**config.mk**
```make
export PLATFORM = sky130hd
export DESIGN_NAME = tri_fetch_sched_flat
export DESIGN_NICKNAME = d
export VERILOG_FILES = /design/src/rtl/graphics_pkg.sv /design/src/rtl/tri_fetch_sched_if.sv /design/src/rtl/tri_sync_fifo.sv /design/src/rtl/tri_fetch_sched.sv /design/src/flat_wrapper.sv
export SDC_FILE = /design/constraint.sdc
export NUM_CORES = 1
export LEC_CHECK = 0
export CORE_UTILIZATION = 57
export DETAILED_ROUTE_END_ITERATION = 7
export GPL_TIMING_DRIVEN = 0
export PLACE_DENSITY = 0.87
export SLEW_MARGIN = 25
export SYNTH_ARGS = -nofsm -noshare
export SYNTH_HDL_FRONTEND = slang
export SYNTH_SLANG_ARGS = --single-unit
export TNS_END_PERCENT = 50
```
**constraint.sdc**
```tcl
create_clock -name clk_in -period 4.7 [get_ports clk_in]
set_input_delay 1.41 -clock clk_in [delete_from_list [all_inputs] [get_ports clk_in]]
set_output_delay 1.41 -clock clk_in [all_outputs]
set_load 0.005 [all_outputs]
```
**src/rtl/graphics_pkg.sv**
```systemverilog
// Shared types for the mesh triangle fetch path: triangle payload layout and scheduler states.
package graphics_pkg;

    localparam int unsigned TRI_WIDTH = 144;
    localparam int unsigned COORD_W   = 16;

    // [vertex][component] coordinate words, vertex-major
    typedef logic [2:0][2:0][COORD_W-1:0] tri_t;

    typedef enum logic [1:0] {
        SCHED_IDLE  = 2'd0,
        SCHED_ISSUE = 2'd1,
        SCHED_DRAIN = 2'd2
    } tri_sched_state_t;

endpackage

```
**src/rtl/tri_fetch_sched_if.sv**
```systemverilog
// BROM read port plus rasterizer valid/ready stream of the triangle fetch scheduler.
interface tri_fetch_sched_if #(
    parameter int unsigned ID_W = 10
);
    import graphics_pkg::*;

    logic                 rom_en_out;
    logic [ID_W-1:0]      rom_addr_out;
    logic [TRI_WIDTH-1:0] rom_data_in;
    logic                 valid_out;
    logic                 ready_in;
    tri_t                 tri_vertices_out;
    logic [ID_W-1:0]      tri_id_out;
    logic                 last_tri_out;

    modport master (
        output rom_en_out, rom_addr_out, valid_out, tri_vertices_out, tri_id_out, last_tri_out,
        input  rom_data_in, ready_in
    );

    modport slave (
        input  rom_en_out, rom_addr_out, valid_out, tri_vertices_out, tri_id_out, last_tri_out,
        output rom_data_in, ready_in
    );

endinterface

```
**src/rtl/tri_sync_fifo.sv**
```systemverilog
// Synchronous first-word-fallthrough FIFO with occupancy output; head is readable while valid.
module tri_sync_fifo #(
    parameter  int unsigned WIDTH = 8,
    parameter  int unsigned DEPTH = 4,
    localparam int unsigned OCC_W = $clog2(DEPTH + 1)
) (
    input  logic             clk,
    input  logic             rst_n,
    input  logic             wr_en,
    input  logic [WIDTH-1:0] wr_data,
    input  logic             rd_en,
    output logic [WIDTH-1:0] rd_data,
    output logic             valid,
    output logic [OCC_W-1:0] occupancy
);

    localparam int unsigned PTR_W = (DEPTH > 1) ? $clog2(DEPTH) : 1;

    logic [WIDTH-1:0] mem_q [DEPTH];
    logic [WIDTH-1:0] mem_d [DEPTH];
    logic [PTR_W-1:0] wr_ptr_q, wr_ptr_d;
    logic [PTR_W-1:0] rd_ptr_q, rd_ptr_d;
    logic [OCC_W-1:0] occ_q, occ_d;
    logic             do_wr, do_rd;

    always_comb begin
        mem_d    = mem_q;
        wr_ptr_d = wr_ptr_q;
        rd_ptr_d = rd_ptr_q;
        do_wr    = wr_en && (occ_q != OCC_W'(DEPTH));
        do_rd    = rd_en && (occ_q != '0);
        if (do_wr) begin
            mem_d[wr_ptr_q] = wr_data;
            wr_ptr_d = (wr_ptr_q == PTR_W'(DEPTH - 1)) ? '0 : wr_ptr_q + PTR_W'(1);
        end
        if (do_rd) begin
            rd_ptr_d = (rd_ptr_q == PTR_W'(DEPTH - 1)) ? '0 : rd_ptr_q + PTR_W'(1);
        end
        occ_d = occ_q + OCC_W'(do_wr) - OCC_W'(do_rd);
    end

    // Storage is reset too so a cleared FIFO presents an all-zero head
    always_ff @(posedge clk or negedge rst_n) begin
        if (!rst_n) begin
            for (int unsigned i = 0; i < DEPTH; i++) mem_q[i] <= '0;
            wr_ptr_q <= '0;
            rd_ptr_q <= '0;
            occ_q    <= '0;
        end else begin
            mem_q    <= mem_d;
            wr_ptr_q <= wr_ptr_d;
            rd_ptr_q <= rd_ptr_d;
            occ_q    <= occ_d;
        end
    end

    assign rd_data   = mem_q[rd_ptr_q];
    assign valid     = (occ_q != '0);
    assign occupancy = occ_q;

    a_no_overflow: assert property (@(posedge clk) disable iff (!rst_n)
        wr_en |-> (occ_q != OCC_W'(DEPTH)));

endmodule

```
**src/rtl/tri_fetch_sched.sv**
```systemverilog
// Credit-based triangle fetch scheduler: issues BROM reads 0..count-1, tracks them across the
// fixed read latency with a tag pipeline and buffers returns in a FIFO toward the rasterizer.
module tri_fetch_sched
    import graphics_pkg::*;
#(
    parameter  int unsigned MAX_TRIS     = 1024,
    parameter  int unsigned READ_LATENCY = 2,
    parameter  int unsigned FIFO_DEPTH   = 4,
    localparam int unsigned ID_W         = $clog2(MAX_TRIS)
) (
    input  logic            clk_in,
    input  logic            rst_n_in,
    input  logic            frame_start_in,
    input  logic [ID_W:0]   tri_count_in,
    tri_fetch_sched_if.master bus,
    output logic            busy_out,
    output logic            frame_done_out
);

    localparam int unsigned OCC_W = $clog2(FIFO_DEPTH + 1);
    localparam int unsigned CR_W  = $clog2(FIFO_DEPTH + READ_LATENCY + 1) + 1;
    localparam int unsigned ENT_W = TRI_WIDTH + ID_W + 1;

    localparam logic [1:0] ST_IDLE  = 2'(SCHED_IDLE);
    localparam logic [1:0] ST_ISSUE = 2'(SCHED_ISSUE);
    localparam logic [1:0] ST_DRAIN = 2'(SCHED_DRAIN);

    logic [1:0]                         state_q, state_d;
    logic [ID_W-1:0]                    issue_cnt_q, issue_cnt_d;
    logic [ID_W-1:0]                    last_id_q, last_id_d;
    logic [CR_W-1:0]                    inflight_q, inflight_d;
    logic [READ_LATENCY-1:0]            tag_vld_q, tag_vld_d;
    logic [READ_LATENCY-1:0]            tag_last_q, tag_last_d;
    logic [READ_LATENCY-1:0][ID_W-1:0]  tag_id_q, tag_id_d;
    logic                               frame_done_q, frame_done_d;

    logic                 issue_c, pop_c, is_last_c;
    logic [ID_W:0]        count_clamped;
    logic                 fifo_valid;
    logic [OCC_W-1:0]     fifo_occ;
    logic [ENT_W-1:0]     fifo_wr_data, fifo_rd_data;
    logic [TRI_WIDTH-1:0] head_data;
    logic [ID_W-1:0]      head_id;
    logic                 head_last;

    assign count_clamped = (tri_count_in > (ID_W+1)'(MAX_TRIS)) ? (ID_W+1)'(MAX_TRIS) : tri_count_in;
    assign pop_c         = fifo_valid & bus.ready_in;
    assign is_last_c     = (issue_cnt_q == last_id_q);

    // A read may issue only if its return is guaranteed a FIFO slot
    assign issue_c = (state_q == ST_ISSUE) &&
                     ((inflight_q + CR_W'(fifo_occ) - CR_W'(pop_c)) < CR_W'(FIFO_DEPTH));

    always_comb begin
        state_d      = state_q;
        issue_cnt_d  = issue_cnt_q;
        last_id_d    = last_id_q;
        frame_done_d = pop_c & head_last;
        case (state_q)
            ST_IDLE: begin
                if (frame_start_in) begin
                    if (count_clamped == '0) begin
                        frame_done_d = 1'b1;
                    end else begin
                        state_d     = ST_ISSUE;
                        issue_cnt_d = '0;
                        last_id_d   = ID_W'(count_clamped - (ID_W+1)'(1));
                    end
                end
            end
            ST_ISSUE: begin
                if (issue_c) begin
                    issue_cnt_d = issue_cnt_q + ID_W'(1);
                    if (is_last_c) state_d = ST_DRAIN;
                end
            end
            ST_DRAIN: begin
                if (pop_c && head_last) state_d = ST_IDLE;
            end
            default: state_d = ST_IDLE;
        endcase
    end

    // Tag pipeline mirrors the BROM latency and is never stalled
    always_comb begin
        tag_vld_d     = '0;
        tag_last_d    = '0;
        tag_id_d      = '0;
        tag_vld_d[0]  = issue_c;
        tag_last_d[0] = issue_c && is_last_c;
        tag_id_d[0]   = issue_cnt_q;
        for (int unsigned i = 1; i < READ_LATENCY; i++) begin
            tag_vld_d[i]  = tag_vld_q[i-1];
            tag_last_d[i] = tag_last_q[i-1];
            tag_id_d[i]   = tag_id_q[i-1];
        end
        inflight_d = inflight_q + CR_W'(issue_c) - CR_W'(tag_vld_q[READ_LATENCY-1]);
    end

    always_ff @(posedge clk_in or negedge rst_n_in) begin
        if (!rst_n_in) begin
            state_q      <= ST_IDLE;
            issue_cnt_q  <= '0;
            last_id_q    <= '0;
            inflight_q   <= '0;
            tag_vld_q    <= '0;
            tag_last_q   <= '0;
            tag_id_q     <= '0;
            frame_done_q <= 1'b0;
        end else begin
            state_q      <= state_d;
            issue_cnt_q  <= issue_cnt_d;
            last_id_q    <= last_id_d;
            inflight_q   <= inflight_d;
            tag_vld_q    <= tag_vld_d;
            tag_last_q   <= tag_last_d;
            tag_id_q     <= tag_id_d;
            frame_done_q <= frame_done_d;
        end
    end

    assign fifo_wr_data = {bus.rom_data_in, tag_id_q[READ_LATENCY-1], tag_last_q[READ_LATENCY-1]};

    tri_sync_fifo #(
        .WIDTH (ENT_W),
        .DEPTH (FIFO_DEPTH)
    ) u_fifo (
        .clk       (clk_in),
        .rst_n     (rst_n_in),
        .wr_en     (tag_vld_q[READ_LATENCY-1]),
        .wr_data   (fifo_wr_data),
        .rd_en     (pop_c),
        .rd_data   (fifo_rd_data),
        .valid     (fifo_valid),
        .occupancy (fifo_occ)
    );

    assign {head_data, head_id, head_last} = fifo_rd_data;

    assign bus.rom_en_out       = issue_c;
    assign bus.rom_addr_out     = issue_cnt_q;
    assign bus.valid_out        = fifo_valid;
    assign bus.tri_vertices_out = tri_t'(head_data);
    assign bus.tri_id_out       = head_id;
    assign bus.last_tri_out     = head_last;
    assign busy_out             = (state_q != ST_IDLE);
    assign frame_done_out       = frame_done_q;

endmodule

```
**src/flat_wrapper.sv**
```systemverilog
// flat-port wrapper written by rule: the top's interface ports become plain ports
module tri_fetch_sched_flat import graphics_pkg::*;
#(
    parameter  int unsigned MAX_TRIS     = 1024,
    parameter  int unsigned READ_LATENCY = 2,
    parameter  int unsigned FIFO_DEPTH   = 4,
    localparam int unsigned ID_W         = $clog2(MAX_TRIS)
)
  (clk_in, rst_n_in, frame_start_in, tri_count_in, busy_out, frame_done_out, bus_rom_en_out, bus_rom_addr_out, bus_valid_out, bus_tri_vertices_out, bus_tri_id_out, bus_last_tri_out, bus_rom_data_in, bus_ready_in);
  tri_fetch_sched_if #(.ID_W((10))) bus_i ();
  input  logic clk_in;
  input  logic rst_n_in;
  input  logic frame_start_in;
  input  logic [ID_W:0] tri_count_in;
  output logic busy_out;
  output logic frame_done_out;
  output wire logic [$bits(bus_i.rom_en_out)-1:0] bus_rom_en_out;
  output wire logic [$bits(bus_i.rom_addr_out)-1:0] bus_rom_addr_out;
  output wire logic [$bits(bus_i.valid_out)-1:0] bus_valid_out;
  output wire logic [$bits(bus_i.tri_vertices_out)-1:0] bus_tri_vertices_out;
  output wire logic [$bits(bus_i.tri_id_out)-1:0] bus_tri_id_out;
  output wire logic [$bits(bus_i.last_tri_out)-1:0] bus_last_tri_out;
  input wire logic [$bits(bus_i.rom_data_in)-1:0] bus_rom_data_in;
  input wire logic [$bits(bus_i.ready_in)-1:0] bus_ready_in;
  assign bus_rom_en_out = bus_i.rom_en_out;
  assign bus_rom_addr_out = bus_i.rom_addr_out;
  assign bus_valid_out = bus_i.valid_out;
  assign bus_tri_vertices_out = bus_i.tri_vertices_out;
  assign bus_tri_id_out = bus_i.tri_id_out;
  assign bus_last_tri_out = bus_i.last_tri_out;
  assign bus_i.rom_data_in = bus_rom_data_in;
  assign bus_i.ready_in = bus_ready_in;
  tri_fetch_sched #(.MAX_TRIS(MAX_TRIS), .READ_LATENCY(READ_LATENCY), .FIFO_DEPTH(FIFO_DEPTH)) u_core (.clk_in(clk_in), .rst_n_in(rst_n_in), .frame_start_in(frame_start_in), .tri_count_in(tri_count_in), .bus(bus_i), .busy_out(busy_out), .frame_done_out(frame_done_out));
endmodule
```
==> run metrics, run 1 <==
outcome=complete, no violations; Critical R2R Capture=u_core.inflight_q[2]; commonest non-fill, non-tap cell in the layout=dfrtp_1; Die Wd=229 µm; Ports=328; measured slew at the worst slew-check pin=1050 ps; hold endpoint=u_core.fifo_wr_data[6]; fmax=217 MHz; layout cells sized above 1=45.3%; post-synth cell types=51; Starting Density=58.2%; cell-internal power=19800 µW; FF-to-FF Start=u_core.u_fifo.occupancy[1]; Tightest Hold Check Type=reg -> reg; fin nets=2369; CTS clk-pin slew, worst paths=60 ps; clock tree buffer depth=3; P_leak=0.0152 µW; CTS tree=done; Seq pwr share=36.8%; Startpoint Class=register; chip height=229 µm; min-delay src=u_core.tag_id_d[15]; drt first-iter violations=937; vias in the first global route=19200; GR Overflow Total=0; Cell Rows=82; Hold-fix buffers, CTS=0; core area=50600 µm²; worst vdd ir=0.000442 V; die area=52600 µm²; period utilization=97.9%; initial antenna violation count=7; clock sink count=678; DP HPWL=45500 µm; H-tree lvl count=3; Setup violations, final=0; most frequent cells in the layout=678 x dfrtp_1, 622 x mux2_2, 322 x clkdlybuf4s50_1; Core Util, Final=71.7%; synthesized cell area=29500 µm²; first-pass GRT wire length=109000 µm; Worst Skew=19.4 ps; post-synthesis average cell area=16.6 µm²; dpl cells=2774; Synth async-reset ratio=100%; Max Cap Viol=0; critical path endpoint category=output port; clk_lat worst skew=590 ps; Final Hold Fails=0; Combinational Power Share=43.2%; Syn. warnings=0; vias per cell=5.88; largest net degree at the start of global routing=103; Residual DRC=0; root buffer cell=clkbuf_16; clock buffer count from CTS=72; register area share after synthesis=57.6%; Setup CP Type=reg -> out; first-pass iteration count of the detailed router=5; reg2reg setup slack=1390 ps; post-route cell area=36300 µm²; NetSw=8400 µW; Fillers=3177; Vias=17100; Placed Area=33700 µm²; Power Density=778 nW/µm²; Routed Wire Length=68300 µm; total track usage=26.9%; Post-synth EDFFs=0; max_slew headroom=30.0%; Post-synth top flop=dfrtp_1; RSZ-0062 raised after global routing=yes; antenna-violating nets left=0; Seq cells post-synth=678; Non-Filler Instances=2918; Slew Viols, Final=0; fin crit period=4600 ps; syn_nets=1950; WP data required=3290 ps; port bufs=325; DR WL/cell=23.4 µm; Register-to-Register Path Depth=14; synthesized instance count=1770; worst hold stages=0; synthesis-to-finish area growth=23.2%; part of the power in the clock network=20.0%; Final GP Congestion=0.799; Arr. time, crit path=3190 ps; CP Max Fanout=10; sw frac=29.8%
## synthesized netlist by cell type, types with 9 or more instances
master    number  area, µm²
a21oi_1       12       60.1
nor2_1         9       33.8
xor2_1        10       87.6
buf_2         77        385
mux4_2       155       3490
nand2_1       20       75.1
mux2_2       622       7000
ha_1          19        238
clkbuf_1      25       93.8
buf_4         11       82.6
inv_1         26       97.6
dfrtp_1      678      17000
## stage by stage
step                      total power (µW)  TNS (ps)  setup slack, ps  hold WS, ps
after CTS                            28400     -97.0            -97.0          344
after global placement               21800         -           -25810          333
after detailed placement             22300     -1240             -900          335
after global routing                 29700     -88.8            -24.9          354
final                                28200         0             98.4          341
after floorplan                      17000         0              429          331
## logic make-up (layout without fill, tap and decap cells)
group / Yosys count / count (layout) / synth area share, %
flops: 678 / 678 / 57.6
fa+ha+maj: 21 / 21 / 0.943
buf+inv: 147 / 617 / 2.34
xor+xnor: 19 / 19 / 0.616
compound gates: 57 / 57 / 1.49
mux: 782 / 782 / 35.8
other cells: 0 / 6 / 0
simple gates: 66 / 66 / 1.22
## layout make-up
type	instances	area, µm²	share of cell area, %
flip-flops and latches	678	17000	46.8
multi-input cells	945	11800	32.6
repair buffers	345	3550	9.78
clock buffers	107	2130	5.88
well taps	672	841	2.32
plain buffers	121	611	1.68
clock inverters	18	223	0.614
inverters	26	97.6	0.269
diodes	6	15.0	0.0414
## how the worst max path moves through the flow
stage,startpoint,endpoint,slack (ps)
6_report,u_core.u_fifo.rd_ptr_q[1],bus_tri_vertices_out[129],100
3_3_place_gp,rst_n_in,u_core.u_fifo.mem_q[244],-25810
2_1_floorplan,bus_ready_in,bus_rom_en_out,430
5_1_grt,u_core.u_fifo.rd_ptr_q[0],bus_tri_vertices_out[26],-20
3_5_place_dp,bus_ready_in,bus_rom_en_out,-900
4_1_cts,bus_ready_in,bus_rom_en_out,-100
## repair_timing
item                                    CTS  global route
resized for setup                        13            11
endpoints found under the setup margin  148            66
buffers inserted                         11             1
pin swaps                                 3             5
## critical path, cell delays in order (launching register included)
cell             delay, ps
dfrtp_1                410
clkbuf_1               640
clkbuf_1               610
mux4_2                 440
clkdlybuf4s50_1        490
## registers in the layout, summed over array words and instances (netlist names)
| register | count |
|---|---|
| u_core.u_fifo.wr_ptr_q | 2 |
| u_core.inflight_q | 4 |
| u_core.u_fifo.mem_q | 620 |
| u_core.tag_id_d | 10 |
| u_core.state_q | 2 |
| u_core.tag_vld_q | 2 |
| u_core.fifo_wr_data | 10 |
| u_core.frame_done_out | 1 |
| u_core.u_fifo.rd_ptr_q | 2 |
| u_core.bus.rom_addr_out | 10 |
| u_core.last_id_q | 10 |
| u_core.tag_last_q | 2 |
| u_core.u_fifo.occupancy | 3 |
## routing by layer
layer / GRT usage [%] / part of all wire [%] / vias up
met5: 0 / 0.034 / -
met4: 9.56 / 2.9 / 4
met3: 5.25 / 4.2 / 130
met2: 44.9 / 51 / 364
met1: 35.4 / 42 / 9212
li1: - / - / 7435
## power by group through the flow
stage	logic (µW)	registers (µW)	clock network, µW
6_report	12200	10400	5650
5_1_grt	13000	10700	6000
4_1_cts	12300	10400	5750
3_5_place_dp	11900	10400	0
3_3_place_gp	11500	10200	0
2_1_floorplan	7140	9820	0
No activity file was read; power rests on OpenSTA's default activity.
==> run 2: changes to the inputs <==
- CORE_MARGIN: not set -> 3
==> run metrics, run 2 (same netlist as run 1, synthesis figures left out) <==
min-delay src=u_core.tag_id_d[13]; core area=50600 µm² (unchanged); Placed Area=33800 µm² (+0.11%); vias per cell=5.92 (+0.75%); Arr. time, crit path=3210 ps (+20 ps); antenna-violating nets left=0 (unchanged); Power Density=777 nW/µm² (-0.22%); outcome=complete, no violations; Residual DRC=0 (unchanged); CP Max Fanout=10 (unchanged); GR Overflow Total=0 (unchanged); sw frac=30.1% (+0.32 points); worst vdd ir=0.000432 V (-2.3%); measured slew at the worst slew-check pin=878 ps (-173 ps); Ports=328 (unchanged); reg2reg setup slack=1400 ps (about the same); FF-to-FF Start=u_core.u_fifo.occupancy[0]; Starting Density=58.2% (unchanged); period utilization=98.4% (+0.49 points); clock sink count=678 (unchanged); Cell Rows=82 (unchanged); most frequent cells in the layout=678 x dfrtp_1, 622 x mux2_2, 322 x clkdlybuf4s50_1; NetSw=8480 µW (+0.88%); Fillers=3075 (-3.2%); CTS tree=done; max FFs per register=620 (unchanged); Hold-fix buffers, CTS=0 (unchanged); dpl cells=2776 (+0.072%); clk_lat worst skew=600 ps (about the same); fin nets=2367 (-0.084%); Setup violations, final=0 (unchanged); clock tree buffer depth=3 (unchanged); commonest non-fill, non-tap cell in the layout=dfrtp_1; Register-to-Register Path Depth=14 (unchanged); hold endpoint=u_core.fifo_wr_data[4]; Startpoint Class=register; chip height=233 µm (+1.7%); Max Cap Viol=0 (unchanged); CTS clk-pin slew, worst paths=60 ps (about the same); drt first-iter violations=924 (-1.4%); total track usage=26.0% (-0.92 points); RSZ-0062 raised after global routing=no; max_slew headroom=41.5% (+12 points); first-pass iteration count of the detailed router=5 (unchanged); first-pass GRT wire length=109000 µm (-0.22%); part of the power in the clock network=19.9% (about the same); Final GP Congestion=0.811 (+1.5%); port bufs=325 (unchanged); Critical R2R Capture=u_core.inflight_q[2]; fin crit period=4620 ps (+23.0 ps); WP data required=3290 ps (about the same); Final Hold Fails=0 (unchanged); P_leak=0.0152 µW (about the same); fmax=216 MHz (-0.50%); Vias=17300 (+0.78%); die area=54400 µm² (+3.5%); Die Wd=233 µm (+1.7%); clock buffer count from CTS=71 (-1.4%); synthesis-to-finish area growth=23.2% (about the same); DP HPWL=47000 µm (+3.2%); Worst Skew=20.6 ps (+1.21 ps); post-route cell area=36300 µm² (about the same); largest net degree at the start of global routing=99 (-3.9%); initial antenna violation count=8 (+1); Slew Viols, Final=0 (unchanged); pre-CTS setup slack=-895 ps (+4.69 ps); critical path endpoint category=output port; worst hold stages=0 (unchanged); Setup CP Type=reg -> out; Non-Filler Instances=2919 (+0.034%); layout cells sized above 1=45.3% (about the same); cell-internal power=19700 µW (-0.63%); Final Worst Setup Slack=75.4 ps (-23.0 ps); Critical Path Start=u_core.u_fifo.rd_ptr_q[1]; DR WL/cell=23.8 µm (+1.7%); Combinational Power Share=43.1% (about the same); H-tree lvl count=3 (unchanged); vias in the first global route=19000 (-1.4%); largest register by flop count=u_core.u_fifo.mem_q; Seq pwr share=36.9% (about the same); root buffer cell=clkbuf_16; Routed Wire Length=69500 µm (+1.8%); Tightest Hold Check Type=reg -> reg
[run 2: worst max-delay path by stage]
stage / end / slack, ps / cells after the start
finish: bus_tri_vertices_out[111] / 80 / 4
global route: bus_tri_vertices_out[109] / 2 / 4
CTS: bus_rom_en_out / -70 / 10
detailed placement: bus_rom_en_out / -900 / 10
global placement: u_core.u_fifo.mem_q[400] / -25700 / 1
floorplan: bus_rom_en_out / 430 / 8
[run 2: timing repair]
item | 4_1_cts | 5_1_grt
pin swaps | 4 | 4
gates resized for setup | 19 | 9
endpoints found under the setup margin | 148 | 29
setup buffers | 7 | 3
[run 2: metrics by stage]
stage / setup TNS, ps / power [µW] / utilization (%) / hold slack (ps)
2_1_floorplan: 0 / 17000 / - / 331
3_3_place_gp: - / 21800 / 66.3 / 334
3_5_place_dp: -1220 / 22400 / 66.8 / 335
4_1_cts: -71.8 / 28300 / 71.6 / 349
5_1_grt: 0 / 29600 / 71.7 / 354
6_report: 0 / 28200 / 71.8 / 350
[run 2: per-layer routing]
layer  GRT usage, %  wire length, µm  share of wire (%)
met1           34.3            28400                 41
met2           43.5            35500                 51
met3           4.71             3130                4.5
met4           9.68             2370                3.4
met5              0               59              0.085
[run 2: cell type report]
type / count / area [µm²] / area share [%]
diodes: 5 / 12.5 / 0.0345
plain buffers: 121 / 622 / 1.71
clock buffers: 107 / 2150 / 5.92
clock inverters: 21 / 196 / 0.541
inverters: 26 / 97.6 / 0.269
multi-input cells: 945 / 11800 / 32.6
flip-flops and latches: 678 / 17000 / 46.7
well taps: 672 / 841 / 2.32
repair buffers: 344 / 3570 / 9.83
[run 2: power by group through the flow]
stage / Sequential [µW] / Combinational (µW) / Clock, µW
4_1_cts: 10400 / 12200 / 5710
3_3_place_gp: 10200 / 11600 / 0
6_report: 10400 / 12200 / 5620
5_1_grt: 10700 / 13000 / 5950
2_1_floorplan: 9820 / 7140 / 0
3_5_place_dp: 10400 / 12000 / 0
[run 2: worst max-delay path: stages, from the launching register on]
cell	delay, ps
dfrtp_1	400
clkbuf_1	680
clkbuf_1	600
mux4_2	410
clkdlybuf4s50_1	510
==> run 3: changes to the inputs <==
- CTS_CLUSTER_DIAMETER: not set -> 150
==> results of run 3 <==
Same layout as run 2: the final DEF is identical, and so are final timing and power.
